===== config.mk =====
export PLATFORM = sky130hd
export DESIGN_NAME = demux16_stream
export DESIGN_NICKNAME = d
export VERILOG_FILES = /design/src/rtl/demux_pkg.sv /design/src/rtl/demux1to4.sv /design/src/rtl/demux16_stream.sv
export SDC_FILE = /design/constraint.sdc
export NUM_CORES = 1
export LEC_CHECK = 0
export CORE_ASPECT_RATIO = 0.6
export CORE_MARGIN = 4
export CORE_UTILIZATION = 50
export DETAILED_ROUTE_END_ITERATION = 10
export GPL_ROUTABILITY_DRIVEN = 0
export PLACE_DENSITY = 0.84
export SYNTH_ARGS = -nofsm -noshare
export SYNTH_HDL_FRONTEND = slang
export SYNTH_SLANG_ARGS = --single-unit

===== constraint.sdc =====
create_clock -name clk -period 8 [get_ports clk]
set_input_delay 1.6 -clock clk [delete_from_list [all_inputs] [get_ports clk]]
set_output_delay 1.6 -clock clk [all_outputs]
set_load 0.1 [all_outputs]

===== src/rtl/demux_pkg.sv =====
// Shared constants and types for the 1:16 stream demultiplexer.
package demux_pkg;

  localparam int NUM_CH  = 16;
  localparam int SEL_W   = 4;
  localparam int GRP_W   = 2;
  localparam int NUM_GRP = NUM_CH / 4;

  typedef logic [SEL_W-1:0]  sel_t;
  typedef logic [NUM_CH-1:0] ch_mask_t;

  // Low bit of channel ch inside a flattened NUM_CH*width bus.
  function automatic int ch_lsb(input int ch, input int width);
    return ch * width;
  endfunction

endpackage


===== src/rtl/demux1to4.sv =====
// Combinational 1:4 one-hot decoder with enable; zero latency, no flow control.
module demux1to4 (
  input  logic       en,
  input  logic [1:0] sel,
  output logic [3:0] onehot
);

  always_comb begin
    onehot = 4'b0000;
    if (en) onehot[sel] = 1'b1;
  end

endmodule


===== src/rtl/demux16_stream.sv =====
// Routes a valid/ready stream into 16 single-word channel registers; 1 cycle latency.
// in_ready drops only when the selected channel is full and not draining this cycle.
module demux16_stream
  import demux_pkg::*;
#(
  parameter int WIDTH = 8
) (
  input  logic                    clk,
  input  logic                    rst,
  input  logic                    in_valid,
  output logic                    in_ready,
  input  logic [WIDTH-1:0]        in_data,
  input  logic [SEL_W-1:0]        in_sel,
  output logic [NUM_CH-1:0]       out_valid,
  input  logic [NUM_CH-1:0]       out_ready,
  output logic [NUM_CH*WIDTH-1:0] out_data
);

  logic                accept;
  logic [NUM_GRP-1:0]  grp_en;
  ch_mask_t            load;
  ch_mask_t            full;

  // A full channel still accepts when it drains in the same cycle, so streaming has no bubble.
  assign in_ready = ~full[in_sel] | out_ready[in_sel];
  assign accept   = in_valid & in_ready;

  demux1to4 u_lvl1 (
    .en     (accept),
    .sel    (in_sel[SEL_W-1:GRP_W]),
    .onehot (grp_en)
  );

  for (genvar g = 0; g < NUM_GRP; g++) begin : g_lvl2
    demux1to4 u_lvl2 (
      .en     (grp_en[g]),
      .sel    (in_sel[GRP_W-1:0]),
      .onehot (load[g*4 +: 4])
    );
  end

  for (genvar k = 0; k < NUM_CH; k++) begin : g_ch
    logic             full_q;
    logic [WIDTH-1:0] data_q;

    // Load wins over drain: a simultaneous drain and reload keeps the channel full.
    always_ff @(posedge clk or posedge rst) begin
      if (rst) begin
        full_q <= 1'b0;
        data_q <= '0;
      end else if (load[k]) begin
        full_q <= 1'b1;
        data_q <= in_data;
      end else if (full_q && out_ready[k]) begin
        full_q <= 1'b0;
      end
    end

    assign full[k] = full_q;
    assign out_data[ch_lsb(k, WIDTH) +: WIDTH] = data_q;
  end

  assign out_valid = full;

endmodule


Word-level counts from Yosys, hierarchy flattened
Index checks and enable logic that the tools add are counted.
Word-level totals
  word-level logic and storage cells: 119
  bits in registers: 144
  output and inout port bits: 145
  input port bits: 31
Cells by class
  $lt $le $gt $ge: 5
  bitwise logic cells: 3
  reduce and logical (&&, ||, !) cells: 34
  muxes and demuxes: 45
Operators by type and width (number)
  1-bit 2-to-1 mux: 36
  2-bit nonzero test: 16
  4-bit 2-to-1 mux: 5
  1-bit logical AND: 18
  1-bit binary-select mux with 4-bit select: 2
  2-bit by 3-bit less-than comparator with 1-bit output, second input constant: 2
  4-bit by 5-bit less-than comparator with 1-bit output, second input constant: 1
  1-bit demux with 2-bit select: 2
  2-bit by 1-bit >= comparator with 1-bit output, second input constant: 2
  1-bit bitwise AND: 1
  1-bit NOT: 1
  1-bit bitwise OR: 1

Logic depth before layout (Yosys ltp)
Gate-level depths: netlist (run 1).
  depth in word-level cells: 8
  mapped depth: 8
  gate-level depth less buffers: 5

By module
From an unflattened synthesis (run 1), not the netlist that was laid out.
Second synthesis, totals
  cells, all modules: 395
  area, all modules: 5903.2 sq um
By module, submodules not included
  demux16_stream: times used 1, seq. area each 3603.5 sq um, area each 5715.5 sq um, cells an instance 375
  demux1to4: times used 5, seq. area each 0.0 sq um, area each 37.5 sq um, cells an instance 4

Worst setup path before layout (run 1)
No wires, ideal clock.
  path type: input to output
  start: input in_sel[0]
  end: output in_ready
  data arrival time: 3.536 ns
  buffers on the path: 2
  required time: 6.400 ns
  stages on the path: 6
  slack: 2.864 ns
  cells stage by stage: buf_2 > buf_6 > mux4_2 > nand2_1 > nand4_4 > nand2_1
On the way
  cells in the longest elaborated chain, start to end: 4
  elaborated cells on any way between the ends: 6
  those cells by class: mux: 4; bitwise: 2
Ends and longest elaborated chain
  from (decl): line demux16_stream.sv:13  | input logic [SEL_W-1:0] in_sel,
  1-bit binary-select mux with 4-bit select: line demux16_stream.sv:25  | assign in_ready = ~full[in_sel] | out_ready[in_sel];
  1-bit 2-to-1 mux (implied by the code): line demux16_stream.sv:25
  1-bit NOT: line demux16_stream.sv:25
  1-bit bitwise OR *: line demux16_stream.sv:25
  to (decl): line demux16_stream.sv:11  | output logic in_ready,
Every way passes the cells marked *; elsewhere a longest branch is shown, timed or not. The select of a mux whose other input is x is not followed.

Worst setup path after layout (run 1)
Ends and elaborated chain as after synthesis.

==> insert_results.sql, run 1 <==
INSERT INTO impl_metrics (metric_group, metric, value, unit) VALUES
('cts', 'cts.root.buffer_cell', 'sky130_fd_sc_hd__clkbuf_16', ''),
('critical_path', 'startpoint', 'in_sel[0]', ''),
('grt', 'grt_util_met3', '11.2', '%'),
('cts', 'cts-resized-gates', '0', ''),
('synthesis', 'synth_top_area_share', '60.2', '%'),
('place', 'port_buffers', '175', ''),
('die', 'floorplan.rows', '30', ''),
('cts', 'tritoncts', 'done', ''),
('outcome', 'status', 'completed', ''),
('die', 'core_area', '0.0115', 'sq mm'),
('synthesis', 'synth_area_leader_cell', 'sky130_fd_sc_hd__dfrtp_1', ''),
('synthesis', 'netlist_top_cells_area', 'sky130_fd_sc_hd__dfrtp_1, sky130_fd_sc_hd__mux2_2, sky130_fd_sc_hd__mux4_2', ''),
('layout', 'design.final.nets', '588', ''),
('sta', 'fin_skew', '0.00932', 'ns'),
('synthesis', 'synthesis.instances', '395', ''),
('drt', 'routed_length_per_placed_instance', '22.0', 'microns'),
('synthesis', 'ys_warn_count', '0', ''),
('cts', 'cts_setup_buffers', '0', ''),
('sta', 'max_slew_headroom', '28.3', '%'),
('layout', 'antenna-diode-count', '0', ''),
('synthesis', 'yosys.cell_types.count', '25', ''),
('sta', 'timing.final.max_slew_violations', '0', ''),
('cts', 'clkSlewWorstSetupHoldPaths', '0.06', 'ns'),
('drt', 'route.antenna.remaining_nets', '0', ''),
('critical_path', 'timing.reg2reg.setup_slack', '5.26', 'ns'),
('grt', 'first_pass_grt_wire_length', '25.2', 'mm'),
('power_and_ir_drop', 'cellLeakagePower', '3.56', 'nW'),
('critical_path', 'crit_path_end', 'in_ready', ''),
('drt', 'drt_iter0_drc', '145', ''),
('critical_path', 'cp_data_arrival_time', '5.11', 'ns'),
('grt', 'use_met1', '30.5', '%'),
('synthesis', 'synth_enable_flop_cells', '0', ''),
('drt', 'detail_route.first_pass.iterations', '4', ''),
('synthesis', 'synth_area_per_cell', '15.1', 'sq um'),
('min_path', 'hold_path.class', 'reg -> reg', ''),
('flow_run', 'maxCapViolations', '0', ''),
('synthesis', 'ys.flop_type', 'sky130_fd_sc_hd__dfrtp_1', ''),
('critical_path', 'worst_r2r_path_depth', '5', ''),
('sta', 'worst-slew-pin-transition', '1.07', 'ns'),
('drt', 'drt_wl_total', '16.0', 'mm'),
('die', 'die_height', '92.7', 'microns'),
('grt', 'grt_antenna_before_repair', '0', ''),
('cts', 'worst_skew_pair_later_pin_latency', '0.42', 'ns'),
('drt', 'detail_route.vias_per_cell', '5.38', ''),
('die', 'overall_die_width', '149', 'microns'),
('grt', 'grt-ovfl-total', '0', ''),
('critical_path', 'destination_of_the_worst_register_to_register_timing_path', 'g_ch[0].data_q[6]$_DFFE_PP0P_', ''),
('sta', 'timing.final.setup_violations', '0', ''),
('critical_path', 'start_kind', 'primary input', ''),
('sta', 'period_share', '83.8', '%'),
('die', 'dieArea', '0.0138', 'sq mm'),
('cts', 'htreeDepth', '4', ''),
('grt', 'via_count_of_the_first_global_routing_pass', '4408', ''),
('place', 'detailedPlacementHpwl', '11.3', 'mm'),
('drt', 'post-route-drc-count', '0', ''),
('layout', 'post_route_cells_drive_above_1_share', '32.6', '%'),
('layout', 'layout-area-overhead-vs-synth', '39.2', '%'),
('power_and_ir_drop', 'max-vdd-ir-drop', '0.253', 'mV'),
('cts', 'cts_inserted_buffers', '17', ''),
('critical_path', 'crit_fanout', '15', ''),
('synthesis', 'post_synth_instance_area', '0.00598', 'sq mm'),
('cts', 'clock_sink_count', '144', ''),
('die', 'floorplan.initialDensity', '52.1', '%'),
('grt', 'grt_start_max_net_pins', '84', ''),
('critical_path', 'worst_setup_path_category', 'in -> out', ''),
('power_and_ir_drop', 'pwr_density_cell', '440', 'mW/mm^2'),
('drt', 'vias', '3931', ''),
('synthesis', 'synth_sequential_area_ratio', '60.2', '%'),
('critical_path', 'worstSetupEndpointType', 'output port', ''),
('synthesis', 'synth-seq-cells', '144', ''),
('sta', 'report.final.hold_viol_count', '0', '');
## stage by stage
stage                     instances  instance area, sq um  utilization, %  hold slack (ns)  worst slack (ns)
final                           730                  8330            72.5            0.505              1.29
after detailed placement        698                  7750            67.5            0.488              1.27
after global routing            730                  8330            72.5            0.520              1.11
after floorplan                 395                  5980               -            0.469              2.53
after global placement          698                  7750            67.5            0.484              1.36
after CTS                       730                  8330            72.5            0.508              1.27
## placed cells by master, fill, tap and decap left out, types with 5 or more instances in the layout
master                              n
sky130_fd_sc_hd__clkdlybuf4s50_1  175
sky130_fd_sc_hd__dfrtp_1          144
sky130_fd_sc_hd__mux2_2           127
sky130_fd_sc_hd__clkbuf_16         17
sky130_fd_sc_hd__inv_1             16
sky130_fd_sc_hd__nor2_1            11
sky130_fd_sc_hd__o21ai_2           10
sky130_fd_sc_hd__o21ai_0           10
sky130_fd_sc_hd__mux4_2             8
sky130_fd_sc_hd__nand2_1            8
sky130_fd_sc_hd__a21o_1             6
sky130_fd_sc_hd__inv_6              5
## critical path: stages
cell and delay [ns]:
sky130_fd_sc_hd__clkdlybuf4s50_1 1.12, sky130_fd_sc_hd__mux4_2 0.60, sky130_fd_sc_hd__nand3_1 0.11, sky130_fd_sc_hd__and4_1 0.54
sky130_fd_sc_hd__nand2_1 0.13, sky130_fd_sc_hd__clkdlybuf4s50_1 0.99
## worst min-delay path by stage
stage                              startpoint                              to  slack [ns]  cells past startpoint
2_1_floorplan     g_ch[12].full_q$_DFFE_PP0P_     g_ch[12].full_q$_DFFE_PP0P_        0.47                      1
3_3_place_gp    g_ch[4].data_q[5]$_DFFE_PP0P_   g_ch[4].data_q[5]$_DFFE_PP0P_        0.48                      1
3_5_place_dp    g_ch[4].data_q[5]$_DFFE_PP0P_   g_ch[4].data_q[5]$_DFFE_PP0P_        0.49                      1
4_1_cts         g_ch[4].data_q[5]$_DFFE_PP0P_   g_ch[4].data_q[5]$_DFFE_PP0P_        0.51                      1
5_1_grt         g_ch[6].data_q[2]$_DFFE_PP0P_   g_ch[6].data_q[2]$_DFFE_PP0P_        0.52                      1
6_report       g_ch[11].data_q[6]$_DFFE_PP0P_  g_ch[11].data_q[6]$_DFFE_PP0P_        0.50                      1
## synthesized netlist by cell type, types with 3 or more instances
master                      count
sky130_fd_sc_hd__a2111oi_4      4
sky130_fd_sc_hd__a21o_1         6
sky130_fd_sc_hd__buf_2          4
sky130_fd_sc_hd__buf_4         16
sky130_fd_sc_hd__clkbuf_1      11
sky130_fd_sc_hd__dfrtp_1      144
sky130_fd_sc_hd__inv_1         17
sky130_fd_sc_hd__mux2_2       127
sky130_fd_sc_hd__mux4_2         8
sky130_fd_sc_hd__nand2_1        8
sky130_fd_sc_hd__nand3_1        3
sky130_fd_sc_hd__nor2_1        11
sky130_fd_sc_hd__o21ai_0       10
sky130_fd_sc_hd__o21ai_2       10
## final cells by class
| cell class | instances | area [sq um] |
|---|---|---|
| clock buffers | 18 | 429 |
| clock inverters | 14 | 149 |
| fillers | 793 | 3160 |
| inverters | 17 | 68.8 |
| multi-input cells | 201 | 2120 |
| flip-flops and latches | 144 | 3600 |
| well taps | 160 | 200 |
| repair buffers | 176 | 1760 |
## flip-flops by register name, summed over array words and instances, names as in the netlist
| signal | flops |
|---|---|
| g_ch.full_q | 16 |
| g_ch.data_q | 128 |
## report_power, final
part           internal, mW  switching, mW  leakage [nW]
clock                 0.440          0.331         0.272
sequential            0.899         0.0982          1.79
combinational         0.422           1.48          1.49
## metal layers
metal | wire [microns] | up-vias
li1 | - | 1717
met1 | 6660 | 2064
met2 | 7550 | 139
met3 | 1740 | 11
met4 | 98 | 0
met5 | 0 | -
## kinds of logic after synthesis
group	Yosys count	synth area share [%]
AO/OA/AOI/OAI	32	5.31
AND/OR/NAND/NOR	33	3.01
flip-flops	144	60.2
buffers and inverters	50	4.35
multiplexers	136	27.1
(Power assumes the default switching activity.)
==> run 2, diff against run 1 <==
--- a/config.mk
+++ b/config.mk
@@ -7,10 +7,10 @@
 export LEC_CHECK = 0
 export CORE_ASPECT_RATIO = 0.6
 export CORE_MARGIN = 4
-export CORE_UTILIZATION = 50
+export CORE_UTILIZATION = 43
 export DETAILED_ROUTE_END_ITERATION = 10
 export GPL_ROUTABILITY_DRIVEN = 0
-export PLACE_DENSITY = 0.84
+export PLACE_DENSITY = 0.77
 export SYNTH_ARGS = -nofsm -noshare
 export SYNTH_HDL_FRONTEND = slang
 export SYNTH_SLANG_ARGS = --single-unit
==> constraint.sdc (replaced) <==
create_clock -name clk -period 5.58 [get_ports clk]
set_input_delay 1.116 -clock clk [delete_from_list [all_inputs] [get_ports clk]]
set_output_delay 1.116 -clock clk [all_outputs]
set_load 0.1 [all_outputs]
==> run 2 against run 1 <==
Net effect:
- sequential power up 43%
- critical path type unchanged
- first-iteration DRC count up 17%
- setup slack worse by 0.53 ns
- hold slack worse by 0.0023 ns
- via count up 0.89%
- combinational power up 43%
- sequential cell count unchanged
==> insert_results.sql, run 2 (synthesis gave the netlist of run 1 again) <==
INSERT INTO impl_metrics (metric_group, metric, value, unit) VALUES
('sta', 'period_share', '86.3', '%'),
('layout', 'top_register', 'g_ch.data_q', ''),
('power_and_ir_drop', 'clk_network_pwr_share', '23.1', '%'),
('sta', 'rsz0062_at_grt', 'false', ''),
('cts', 'cts.root.buffer_cell', 'sky130_fd_sc_hd__clkbuf_16', ''),
('sta', 'timing.final.setup_violations', '0', ''),
('layout', 'largest_register_ffs', '128', ''),
('drt', 'detail_route.vias_per_cell', '5.30', ''),
('sta', 'report.final.hold_viol_count', '0', ''),
('layout', 'final_cell_mix', 'sky130_fd_sc_hd__clkdlybuf4s50_1, sky130_fd_sc_hd__dfrtp_1, sky130_fd_sc_hd__mux2_2', ''),
('power_and_ir_drop', 'power.share.combinational', '50.5', '%'),
('grt', 'grtUsageTotal', '21.6', '%'),
('cts', 'cts_inserted_buffers', '17', ''),
('sta', 'setup_tns', '0', 'ns'),
('min_path', 'worst_hold_path.num_cells', '1', ''),
('cts', 'cts.path.max_buffers', '2', ''),
('layout', 'layout-area-overhead-vs-synth', '41.2', '%'),
('die', 'floorplan.rows', '33', ''),
('drt', 'drt_wl_total', '16.4', 'mm'),
('die', 'core_area', '0.0136', 'sq mm'),
('sta', 'post-route-min-period', '4.82', 'ns'),
('drt', 'routed_length_per_placed_instance', '21.9', 'microns'),
('min_path', 'whs_endpoint', 'g_ch[6].data_q[1]$_DFFE_PP0P_', ''),
('cts', 'worst_skew_pair_later_pin_latency', '0.42', 'ns'),
('critical_path', 'timing.reg2reg.setup_slack', '2.79', 'ns'),
('critical_path', 'timing.critical_path.required', '4.46', 'ns'),
('cts', 'htreeDepth', '4', ''),
('sta', 'fin_skew', '0.0114', 'ns'),
('sta', 'timing.fmax', '208', 'MHz'),
('layout', 'post_route_cells_drive_above_1_share', '33.2', '%'),
('drt', 'detail_route.first_pass.iterations', '4', ''),
('critical_path', 'start_kind', 'primary input', ''),
('grt', 'grt_antenna_before_repair', '0', ''),
('drt', 'post-route-drc-count', '0', ''),
('place', 'port_buffers', '175', ''),
('die', 'die_height', '99.4', 'microns'),
('critical_path', 'worstSetupEndpointType', 'output port', ''),
('critical_path', 'cp_data_arrival_time', '3.70', 'ns'),
('grt', 'via_count_of_the_first_global_routing_pass', '4431', ''),
('cts', 'clkSlewWorstSetupHoldPaths', '0.06', 'ns'),
('critical_path', 'worst_r2r_path_depth', '5', ''),
('cts', 'cts_hold_repair.buffers', '0', ''),
('drt', 'drt_iter0_drc', '170', ''),
('layout', 'layout_commonest_cell', 'sky130_fd_sc_hd__clkdlybuf4s50_1', ''),
('cts', 'clock_sink_count', '144', ''),
('power_and_ir_drop', 'p_switching', '2.69', 'mW'),
('layout', 'largest_registers', 'g_ch.data_q (128), g_ch.full_q (16)', ''),
('place', 'place_area', '0.00780', 'sq mm'),
('die', 'dieArea', '0.0159', 'sq mm'),
('critical_path', 'worst_r2r_startpoint', 'g_ch[6].full_q$_DFFE_PP0P_', ''),
('power_and_ir_drop', 'sequential_group_share_of_total_power', '26.4', '%'),
('power_and_ir_drop', 'cellInternalPower', '2.70', 'mW'),
('layout', 'postLayoutCellArea', '0.00845', 'sq mm'),
('grt', 'grt-ovfl-total', '0', ''),
('min_path', 'hold_path.class', 'reg -> reg', ''),
('cts', 'tritoncts', 'done', ''),
('power_and_ir_drop', 'power.share.switching', '49.9', '%'),
('outcome', 'status', 'completed', ''),
('grt', 'grt_start_max_net_pins', '67', ''),
('drt', 'vias', '3966', ''),
('power_and_ir_drop', 'cellLeakagePower', '3.61', 'nW'),
('die', 'number_of_placed_i_o_pins', '176', ''),
('min_path', 'min-delay-start', 'g_ch[6].data_q[1]$_DFFE_PP0P_', ''),
('layout', 'design.final.nets', '592', ''),
('critical_path', 'worst_setup_path_category', 'in -> out', ''),
('layout', 'antenna-diode-count', '0', ''),
('power_and_ir_drop', 'pwr_density_cell', '639', 'mW/mm^2'),
('sta', 'max_slew_headroom', '28.7', '%'),
('drt', 'route.antenna.remaining_nets', '0', ''),
('grt', 'first_pass_grt_wire_length', '26.1', 'mm'),
('sta', 'timing.final.max_slew_violations', '0', ''),
('critical_path', 'crit_fanout', '10', ''),
('die', 'floorplan.initialDensity', '43.9', '%'),
('die', 'overall_die_width', '160', 'microns'),
('sta', 'fin_worst_hold_slack', '0.502', 'ns'),
('cts', 'cts_setup_buffers', '0', ''),
('sta', 'worst-slew-pin-transition', '1.07', 'ns'),
('power_and_ir_drop', 'max-vdd-ir-drop', '0.383', 'mV'),
('critical_path', 'destination_of_the_worst_register_to_register_timing_path', 'g_ch[8].data_q[6]$_DFFE_PP0P_', ''),
('flow_run', 'maxCapViolations', '0', ''),
('cts', 'cts-resized-gates', '0', ''),
('place', 'detailedPlacementHpwl', '11.7', 'mm');
[run 2: worst max path at each step]
stage	from	to	slack [ns]
final	in_sel[0]	in_ready	0.76
after global routing	in_sel[0]	in_ready	0.59
after CTS	in_sel[0]	in_ready	0.76
after detailed placement	in_sel[0]	in_ready	0.78
after global placement	in_sel[0]	in_ready	0.83
after floorplan	rst	g_ch[0].data_q[0]$_DFFE_PP0P_	0.60
[run 2: worst max-delay path: stages]
cell and delay (ns):
sky130_fd_sc_hd__clkdlybuf4s50_1 0.74, sky130_fd_sc_hd__buf_4 0.32, sky130_fd_sc_hd__mux4_2 0.52, sky130_fd_sc_hd__nand2_1 0.09, sky130_fd_sc_hd__and4_1 0.52, sky130_fd_sc_hd__nand2_1 0.13, sky130_fd_sc_hd__buf_4 0.26
[run 2: routing by layer]
layer	wire (microns)	up-vias	part of all wire (%)	global-route usage [%]
met1	7130	2061	44	28.0
met2	7310	175	45	33.2
met4	107	0	0.65	5.35
li1	-	1719	-	-
met3	1830	11	11	10.3
met5	0	-	0	0
[run 2: power by group through the flow]
stage	Combinational [mW]	Sequential, mW	Clock, mW
2_1_floorplan	0.322	3.19	0
3_3_place_gp	2.71	1.43	0
6_report	2.72	1.43	1.25
5_1_grt	2.79	1.46	1.32
3_5_place_dp	2.73	1.44	0
4_1_cts	2.73	1.43	1.27
[run 2: area by class of cell]
| cell class | count | area, sq um |
|---|---|---|
| Fill cell | 1039 | 5180 |
| Sequential cell | 144 | 3600 |
| Multi-Input combinational cell | 201 | 2120 |
| Timing Repair Buffer | 180 | 1790 |
| Clock buffer | 19 | 443 |
| Tap cell | 175 | 219 |
| Clock inverter | 12 | 205 |
| Inverter | 17 | 68.8 |
[run 2: stage by stage]
step / total power, mW / utilization [%] / instances / worst slack, ns
2_1_floorplan: 3.52 / - / 395 / 0.598
3_3_place_gp: 4.13 / 57.2 / 717 / 0.830
5_1_grt: 5.56 / 62.0 / 748 / 0.592
3_5_place_dp: 4.17 / 57.2 / 717 / 0.780
6_report: 5.39 / 62.0 / 748 / 0.765
4_1_cts: 5.43 / 62.0 / 748 / 0.756
==> run 3, diff against run 2 <==
--- a/config.mk
+++ b/config.mk
@@ -5,12 +5,15 @@
 export SDC_FILE = /design/constraint.sdc
 export NUM_CORES = 1
 export LEC_CHECK = 0
+export CELL_PAD_IN_SITES_DETAIL_PLACEMENT = 1
+export CELL_PAD_IN_SITES_GLOBAL_PLACEMENT = 2
 export CORE_ASPECT_RATIO = 0.6
 export CORE_MARGIN = 4
-export CORE_UTILIZATION = 43
+export CORE_UTILIZATION = 29
 export DETAILED_ROUTE_END_ITERATION = 10
 export GPL_ROUTABILITY_DRIVEN = 0
-export PLACE_DENSITY = 0.77
+export PLACE_DENSITY_LB_ADDON = 0.1
 export SYNTH_ARGS = -nofsm -noshare
 export SYNTH_HDL_FRONTEND = slang
 export SYNTH_SLANG_ARGS = --single-unit
+export TNS_END_PERCENT = 10
==> run 3 against run 2 <==
Net effect:
- cell count is 14% higher
- total power is 1.7% lower
- register-to-register slack better by 0.06 ns
- global-route usage is 5.1 points lower
- die area is 45% higher
- largest cell class unchanged
- largest power group unchanged
- clock skew is 0.0014 ns lower
- clock-buffer cell count stayed put
- non-clock buffer count is 2 higher
==> insert_results.sql, run 3 (synthesis gave the netlist of run 1 again) <==
INSERT INTO impl_metrics (metric_group, metric, value, unit) VALUES
('cts', 'cts_inserted_buffers', '17', ''),
('sta', 'setup_tns', '0', 'ns'),
('power_and_ir_drop', 'cellInternalPower', '2.57', 'mW'),
('sta', 'max_slew_headroom', '27.8', '%'),
('cts', 'cts.root.buffer_cell', 'sky130_fd_sc_hd__clkbuf_16', ''),
('min_path', 'hold_path.class', 'reg -> reg', ''),
('power_and_ir_drop', 'max-vdd-ir-drop', '0.285', 'mV'),
('cts', 'cts.path.max_buffers', '2', ''),
('sta', 'post-route-min-period', '4.69', 'ns'),
('drt', 'vias', '3856', ''),
('cts', 'cts_hold_repair.buffers', '0', ''),
('layout', 'layout_commonest_cell', 'sky130_fd_sc_hd__clkdlybuf4s50_1', ''),
('critical_path', 'worstSetupEndpointType', 'output port', ''),
('critical_path', 'start_kind', 'primary input', ''),
('layout', 'design.final.nets', '594', ''),
('power_and_ir_drop', 'power.share.switching', '51.4', '%'),
('die', 'floorplan.initialDensity', '29.7', '%'),
('critical_path', 'crit_family', 'buffers and inverters', ''),
('die', 'floorplan.rows', '40', ''),
('sta', 'rsz0062_at_grt', 'false', ''),
('sta', 'timing.final.max_slew_violations', '0', ''),
('power_and_ir_drop', 'clk_network_pwr_share', '21.7', '%'),
('power_and_ir_drop', 'cellLeakagePower', '3.60', 'nW'),
('die', 'overall_die_width', '193', 'microns'),
('layout', 'post_route_cells_drive_above_1_share', '33.5', '%'),
('layout', 'final_cell_count_no_fill', '849', ''),
('cts', 'cts-resized-gates', '0', ''),
('grt', 'via_count_of_the_first_global_routing_pass', '4330', ''),
('place', 'port_buffers', '175', ''),
('grt', 'grt-ovfl-total', '0', ''),
('outcome', 'status', 'completed', ''),
('critical_path', 'max_stage_delay', '0.81', 'ns'),
('die', 'dieArea', '0.0231', 'sq mm'),
('layout', 'fillerInstances', '2051', ''),
('critical_path', 'cpMaxStageDelayCell', 'sky130_fd_sc_hd__clkdlybuf4s50_1', ''),
('die', 'die_height', '119', 'microns'),
('drt', 'drt_iter0_drc', '132', ''),
('sta', 'period_share', '84.1', '%'),
('drt', 'routed_length_per_placed_instance', '21.8', 'microns'),
('grt', 'first_pass_grt_wire_length', '28.4', 'mm'),
('critical_path', 'cp_data_arrival_time', '3.58', 'ns'),
('grt', 'grt_start_max_net_pins', '115', ''),
('sta', 'timing.fmax', '213', 'MHz'),
('cts', 'clkSlewWorstSetupHoldPaths', '0.06', 'ns'),
('cts', 'tritoncts', 'done', ''),
('layout', 'fin_util', '42.5', '%'),
('sta', 'fin_worst_hold_slack', '0.490', 'ns'),
('layout', 'final_cell_mix', 'sky130_fd_sc_hd__clkdlybuf4s50_1, sky130_fd_sc_hd__dfrtp_1, sky130_fd_sc_hd__mux2_2', ''),
('layout', 'antenna-diode-count', '0', ''),
('grt', 'grt_antenna_before_repair', '0', ''),
('critical_path', 'timing.critical_path.required', '4.46', 'ns'),
('drt', 'detail_route.vias_per_cell', '4.54', ''),
('power_and_ir_drop', 'power.share.combinational', '51.4', '%'),
('sta', 'report.final.hold_viol_count', '0', ''),
('critical_path', 'worstPathCellList', 'clkdlybuf4s50_1, mux4_2, nand3_1, and4_1, nand2_1, buf_12', ''),
('drt', 'route.antenna.remaining_nets', '0', ''),
('drt', 'detail_route.first_pass.iterations', '4', ''),
('layout', 'layout-area-overhead-vs-synth', '42.8', '%'),
('cts', 'htreeDepth', '4', ''),
('sta', 'fin_skew', '0.0100', 'ns'),
('layout', 'top_register', 'g_ch.data_q', ''),
('drt', 'drt_wl_total', '18.5', 'mm'),
('drt', 'post-route-drc-count', '0', ''),
('place', 'placedCellCount', '817', ''),
('power_and_ir_drop', 'power.total', '5.30', 'mW'),
('cts', 'cts_setup_buffers', '0', ''),
('sta', 'worst-slew-pin-transition', '1.08', 'ns'),
('grt', 'grtUsageTotal', '16.5', '%'),
('layout', 'largest_registers', 'g_ch.data_q (128), g_ch.full_q (16)', ''),
('place', 'detailedPlacementHpwl', '13.3', 'mm'),
('critical_path', 'cp.buffers_inverters', '2', ''),
('critical_path', 'worst_setup_path_category', 'in -> out', ''),
('cts', 'clock_sink_count', '144', ''),
('layout', 'largest_register_ffs', '128', ''),
('die', 'number_of_placed_i_o_pins', '176', ''),
('die', 'core_area', '0.0201', 'sq mm'),
('critical_path', 'crit_fanout', '8', ''),
('power_and_ir_drop', 'sequential_group_share_of_total_power', '26.9', '%'),
('cts', 'worst_skew_pair_later_pin_latency', '0.43', 'ns'),
('sta', 'timing.final.setup_violations', '0', ''),
('power_and_ir_drop', 'p_switching', '2.73', 'mW'),
('power_and_ir_drop', 'pwr_density_cell', '621', 'mW/mm^2'),
('flow_run', 'maxCapViolations', '0', '');
run 3: cell types whose count changed in the layout (fill, tap and decap cells not counted):
cell	previous run	this run
sky130_fd_sc_hd__clkinv_4	1	3
sky130_fd_sc_hd__inv_8	0	1
sky130_fd_sc_hd__bufinv_16	5	2
sky130_fd_sc_hd__clkinv_2	1	0
sky130_fd_sc_hd__clkinvlp_4	2	4
sky130_fd_sc_hd__buf_4	6	7
sky130_fd_sc_hd__buf_12	0	1
run 3: path summary, 6_finish.rpt:
kind / startpoint / endpoint / slack [ns] / cells after the start
max: in_sel[0] / in_ready / 0.89 / 6
min reg2reg: g_ch[4].data_q[5]$_DFFE_PP0P_ / g_ch[4].data_q[5]$_DFFE_PP0P_ / 0.49 / 1
max in group asynchronous: rst / g_ch[6].data_q[6]$_DFFE_PP0P_ / 3.19 / 3
max reg2reg: g_ch[13].full_q$_DFFE_PP0P_ / g_ch[0].data_q[2]$_DFFE_PP0P_ / 2.85 / 5
min in group asynchronous: rst / g_ch[15].data_q[1]$_DFFE_PP0P_ / 1.29 / 2
min: g_ch[4].data_q[5]$_DFFE_PP0P_ / g_ch[4].data_q[5]$_DFFE_PP0P_ / 0.49 / 1
run 3: metrics by stage:
step	cell area (sq um)	worst slack [ns]
floorplan	5980	0.598
global placement	7950	0.890
detailed placement	7950	0.820
CTS	8540	0.821
global route	8540	0.710
finish	8540	0.885
run 3: cell type report:
cell class	count	area (sq um)	share of cell area, %
Timing Repair Buffer	182	1810	21.2
Tap cell	273	342	4.00
Clock inverter	13	154	1.80
Sequential cell	144	3600	42.2
Multi-Input combinational cell	201	2120	24.8
Clock buffer	19	443	5.18
Inverter	17	68.8	0.805
run 3: worst reg2reg max path, stage by stage (launching register included):
cell and delay, ns:
sky130_fd_sc_hd__dfrtp_1 0.42, sky130_fd_sc_hd__mux4_2 0.47, sky130_fd_sc_hd__nand3_1 0.17, sky130_fd_sc_hd__nand4_4 0.25, sky130_fd_sc_hd__a2111oi_4 0.89, sky130_fd_sc_hd__mux2_2 0.42
run 3: power by group through the flow:
stage / Sequential (mW) / Clock, mW / Combinational [mW]
floorplan: 3.19 / 0 / 0.322
global placement: 1.43 / 0 / 2.73
detailed placement: 1.45 / 0 / 2.74
CTS: 1.43 / 1.19 / 2.75
global route: 1.46 / 1.24 / 2.79
finish: 1.43 / 1.15 / 2.72
run 3: layer usage:
layer | vias up | GRT usage (%) | share of wire [%]
met5 | - | 0 | 0
met4 | 0 | 4.60 | 1.2
met3 | 17 | 7.32 | 7.9
met2 | 114 | 23.4 | 43
met1 | 2000 | 22.8 | 48
li1 | 1725 | - | -
